$ cat src/rtl/instr_fetch_unit.sv
// Instruction fetch: owns the fetch PC, reads the imem combinationally, queues {pc, word} for decode.
// One cycle fetch-to-valid; stalls the PC when the queue is full and decode holds instr_ready low.
module instr_fetch_unit #(
    parameter int                    DATA_WIDTH = 32,
    parameter logic [DATA_WIDTH-1:0] RESET_PC   = 32'h0040_0000,
    parameter int                    FIFO_DEPTH = 4
) (
    input  logic                  clk,
    input  logic                  rst_n,
    input  logic                  fetch_en,
    input  logic                  redirect_valid,
    input  logic [DATA_WIDTH-1:0] redirect_pc,
    output logic [DATA_WIDTH-1:0] imem_addr,
    input  logic [DATA_WIDTH-1:0] imem_rd,
    output logic                  instr_valid,
    input  logic                  instr_ready,
    output logic [DATA_WIDTH-1:0] instr,
    output logic [DATA_WIDTH-1:0] instr_pc,
    output logic                  misalign_err
);
    localparam int PW = $clog2(FIFO_DEPTH);
    localparam int CW = PW + 1;

    logic [DATA_WIDTH-1:0] fetch_pc_q, fetch_pc_d;
    logic [PW-1:0]         wr_ptr_q, wr_ptr_d;
    logic [PW-1:0]         rd_ptr_q, rd_ptr_d;
    logic [CW-1:0]         count_q, count_d;
    logic                  misalign_q, misalign_d;
    logic [DATA_WIDTH-1:0] pc_mem_q   [FIFO_DEPTH];
    logic [DATA_WIDTH-1:0] word_mem_q [FIFO_DEPTH];

    logic fifo_full;
    logic push;
    logic pop;

    assign fifo_full    = (count_q == CW'(FIFO_DEPTH));
    // A redirect voids the handshake so decode never consumes a wrong-path word.
    assign instr_valid  = (count_q != '0) & ~redirect_valid;
    assign pop          = instr_valid & instr_ready;
    assign push         = fetch_en & ~redirect_valid & (~fifo_full | pop);

    assign imem_addr    = fetch_pc_q;
    assign instr        = word_mem_q[rd_ptr_q];
    assign instr_pc     = pc_mem_q[rd_ptr_q];
    assign misalign_err = misalign_q;

    always_comb begin
        fetch_pc_d = fetch_pc_q;
        wr_ptr_d   = wr_ptr_q;
        rd_ptr_d   = rd_ptr_q;
        count_d    = count_q;
        misalign_d = misalign_q;
        if (redirect_valid) begin
            fetch_pc_d = {redirect_pc[DATA_WIDTH-1:2], 2'b00};
            wr_ptr_d   = '0;
            rd_ptr_d   = '0;
            count_d    = '0;
            misalign_d = misalign_q | (redirect_pc[1:0] != 2'b00);
        end else begin
            if (push) begin
                wr_ptr_d   = wr_ptr_q + PW'(1);
                fetch_pc_d = fetch_pc_q + DATA_WIDTH'(4);
            end
            if (pop) begin
                rd_ptr_d = rd_ptr_q + PW'(1);
            end
            if (push && !pop) begin
                count_d = count_q + CW'(1);
            end else if (pop && !push) begin
                count_d = count_q - CW'(1);
            end
        end
    end

    always_ff @(posedge clk) begin
        if (!rst_n) begin
            fetch_pc_q <= RESET_PC;
            wr_ptr_q   <= '0;
            rd_ptr_q   <= '0;
            count_q    <= '0;
            misalign_q <= 1'b0;
            for (int i = 0; i < FIFO_DEPTH; i++) begin
                pc_mem_q[i]   <= '0;
                word_mem_q[i] <= '0;
            end
        end else begin
            fetch_pc_q <= fetch_pc_d;
            wr_ptr_q   <= wr_ptr_d;
            rd_ptr_q   <= rd_ptr_d;
            count_q    <= count_d;
            misalign_q <= misalign_d;
            if (push) begin
                pc_mem_q[wr_ptr_q]   <= fetch_pc_q;
                word_mem_q[wr_ptr_q] <= imem_rd;
            end
        end
    end
endmodule

$ cat config.mk
export PLATFORM = sky130hd
export DESIGN_NAME = instr_fetch_unit
export DESIGN_NICKNAME = d
export VERILOG_FILES = /design/src/rtl/instr_fetch_unit.sv
export SDC_FILE = /design/constraint.sdc
export NUM_CORES = 1
export LEC_CHECK = 0
export CAP_MARGIN = 30
export CELL_PAD_IN_SITES_DETAIL_PLACEMENT = 0
export CELL_PAD_IN_SITES_GLOBAL_PLACEMENT = 1
export CORE_MARGIN = 2
export CORE_UTILIZATION = 40
export CTS_CLUSTER_DIAMETER = 80
export DETAILED_ROUTE_END_ITERATION = 7
export GPL_TIMING_DRIVEN = 1
export PLACE_DENSITY = 0.8
export SKIP_LAST_GASP = 1
export SLEW_MARGIN = 20
export SYNTH_ARGS = -nofsm -noshare
export SYNTH_HDL_FRONTEND = slang
export SYNTH_SLANG_ARGS = --single-unit
$ cat constraint.sdc
create_clock -name clk -period 12.95 [get_ports clk]
set_input_delay 2.59 -clock clk [delete_from_list [all_inputs] [get_ports clk]]
set_output_delay 2.59 -clock clk [all_outputs]
set_load 0.01 [all_outputs]
==> results.md <==
* EDFF count, synth at 248
* HP Start: misalign_err$_SDFFE_PN0P_
* Fraction of layout instances using a drive strength above 1 at 13.5%
* Least-Margin Pin Slew at 0.902 ns
* Final Core Density at 50.5%
* Clock Pin Slew Worst Setup and Hold Paths at 0.07 ns
* Final Hold Fails at 0
* Highest Clock Rate at 145 MHz
* Setup TNS at 0 ns
* Fillers at 2688
* Hold EP: misalign_err$_SDFFE_PN0P_
* Endpoint class of the critical path: output pin
* Slew HR at 39.3%
* Largest net degree at the start of global routing at 88
* Total congestion overflow at 0
* Synth unique cells at 46
* Design Power at 2.12 mW
* Clk_skew at 0.0106 ns
* Synth warn at 0
* Layout area overhead at 24.2%
* Drt first pass iters at 5
* Placed inst area at 0.0149 sq mm
* IO Count at 167
* CP Data Required Time at 10.36 ns
* Skew-Pair Late Insertion Delay at 0.56 ns
* Routed WL at 30800 um
* Post-cts resize count at 0
* CTS tree: done
* GRT Util Overall at 18.6%
* Seq. cell area at 0.00826 sq mm
* GP Congestion at 0.799
* Placement Setup Slack at 6.10 ns
* Footprint of the multi-input gates at 0.00431 sq mm
* Synth cell count leaders: 248 x edfxtp_1, 183 x and2_1, 64 x and3_1, 62 x mux4_2, 48 x clkbuf_1
* Share of total power in the clock network at 40.6%
* Worst ir drop on vdd at 0.000103 V
* Clk root buf: clkbuf_16
* Flop pwr share at 51.0%
* Crit-path max FO at 14
* DP HPWL at 17700 um
* Core footprint at 0.0316 sq mm
* Antenna violations before repair at 0
* Vias in the first global route at 8232
* Reg2reg start: count_q[0]$_SDFFE_PP0P_
* Post-route cell area at 0.0159 sq mm
* Htree depth at 1
* Ranking of synthesized cells by area: edfxtp_1 58%, mux4_2 11%, and2_1 8.9%
* Setup slack, reg-to-reg at 9.88 ns
* Unrepaired setup endpoints after global routing: no
* Comb power frac at 8.4%
* Int Pwr at 1.64 mW
* Worst setup margin at 6.07 ns
* Vias per inst at 5.34
* Min Hold Slack at 0.452 ns
* Post-CTS Hold Buffers at 0
* Number of diodes at 0
* Lkg Pwr at 5.79 nW
* Most frequent cell after synthesis: edfxtp_1
* Post-synthesis sequential area ratio at 64.3%
* Nets@finish at 1108
* DRC Markers at 0
* Total die area at 0.0335 sq mm
* Ys async rst share at 0%
* Die H at 183 um
* Via Count at 7813
* Max Slew Vio Count at 0
* Synth area leader: edfxtp_1
* Pwr Density at 133 mW/mm^2
* Arrival time worst endpoint at 4.29 ns
* Die X at 183 um
* Wire per inst at 21.0 um
* Setup Fix Bufs, Post-CTS at 0
* # setup viols final at 0
* Synthesized flop and latch total at 288
* 1st-iter DRT viols at 548
* Total CTS buffers at 31
* Startpoint types: primary input
* Primary FF master, synth: edfxtp_1
* Period minus WS final at 6.88 ns
* Mean Syn Cell Area at 14.4 sq um
* Reg2reg path depth at 7
* Clock Tree Buf Depth at 3
* Num rows at 65
* Worst Hold Depth at 2
* CTS sink cnt at 288
* Placed cell count at 1401
* Final period utilization at 53.1%
* Max-cap viol count at 0
* Finished Layout Cells at 1462
* Syn Std Cell Area at 0.0128 sq mm
* Status: complete, no violations
* Worst R2R End: word_mem_q[2][9]$_SDFFCE_PN0P_
* Post-synth top area share at 58.0%
* Global-route wire length before repair at 47700 um
* Routed Antenna Nets at 0
* Setup CP Type: in2out
* # port buffers at 162
* Mapped Cells at 894
* Initial core utilization at 40.7%
* Min-Delay Path Class: reg2reg
* P_sw at 476 uW
* Sw Ratio at 22.5%
## cells in the final DEF (no fill, tap or decap), types with 10 or more instances in the layout
master / Yosys / routed
edfxtp_1: 248 / 248
clkdlybuf4s50_1: 0 / 161
nor4_1: 11 / 11
and3_1: 64 / 64
a21oi_1: 21 / 21
nor3_1: 11 / 10
buf_4: 5 / 10
o21ai_0: 25 / 24
xnor2_1: 12 / 12
nand3_1: 22 / 22
and2_1: 183 / 183
xor2_1: 17 / 17
clkbuf_16: 0 / 31
dfxtp_1: 40 / 38
nor2_1: 21 / 19
nand2_1: 30 / 28
mux4_2: 62 / 62
## worst max-delay path, stage by stage
cell and delay (ns):
clkdlybuf4s50_1 0.72, nor2_1 0.36, clkdlybuf4s50_1 0.61
## power by group through the flow
stage                     Clock (mW)  Combinational, mW  Sequential (mW)
after floorplan                    0             0.0847             1.09
after global placement             0              0.173             1.10
after detailed placement           0              0.176             1.10
after CTS                      0.877              0.177             1.08
after global routing           0.910              0.191             1.09
final                          0.859              0.177             1.08
## layer usage
metal	track usage, %	vias up	share of wire [%]
met5	0	-	0
met4	3.90	0	1.3
met3	2.88	36	5.5
met2	31.7	230	49
met1	25.2	3935	44
li1	-	3612	-
## flip-flops by register name, summed over array words and instances (netlist names), named ones only
signal        flops
word_mem_q      128
wr_ptr_q          2
count_q           3
rd_ptr_q          2
pc_mem_q        120
misalign_err      1
imem_addr        30
## how the worst max path moves through the flow
stage	startpoint	to
2_1_floorplan	redirect_valid	pc_mem_q[0][10]$_SDFFCE_PN0P_
3_5_place_dp	redirect_valid	instr_valid
5_1_grt	redirect_valid	instr_valid
3_3_place_gp	redirect_valid	instr_valid
6_report	redirect_valid	instr_valid
4_1_cts	redirect_valid	instr_valid
## logic make-up (layout without fill, tap and decap cells)
group,after synthesis,count (layout),share of synthesized area [%]
mux,64,64,11.0
flops,288,288,64.3
fa+ha+maj,3,3,0.351
buf+inv,81,244,2.68
xor+xnor,29,29,1.98
other cells,1,4,0.0292
compound gates,61,61,2.64
simple gates,367,367,17.0
## cell type report
type | count | share of cell area (%)
Clock buffer | 36 | 4.98
Multi-Input combinational cell | 528 | 27.1
Inverter | 8 | 0.188
Timing Repair Buffer | 179 | 11.6
Tap cell | 402 | 3.15
Clock inverter | 21 | 1.19
Sequential cell | 288 | 51.8
No activity file was read; power rests on OpenSTA's default activity.
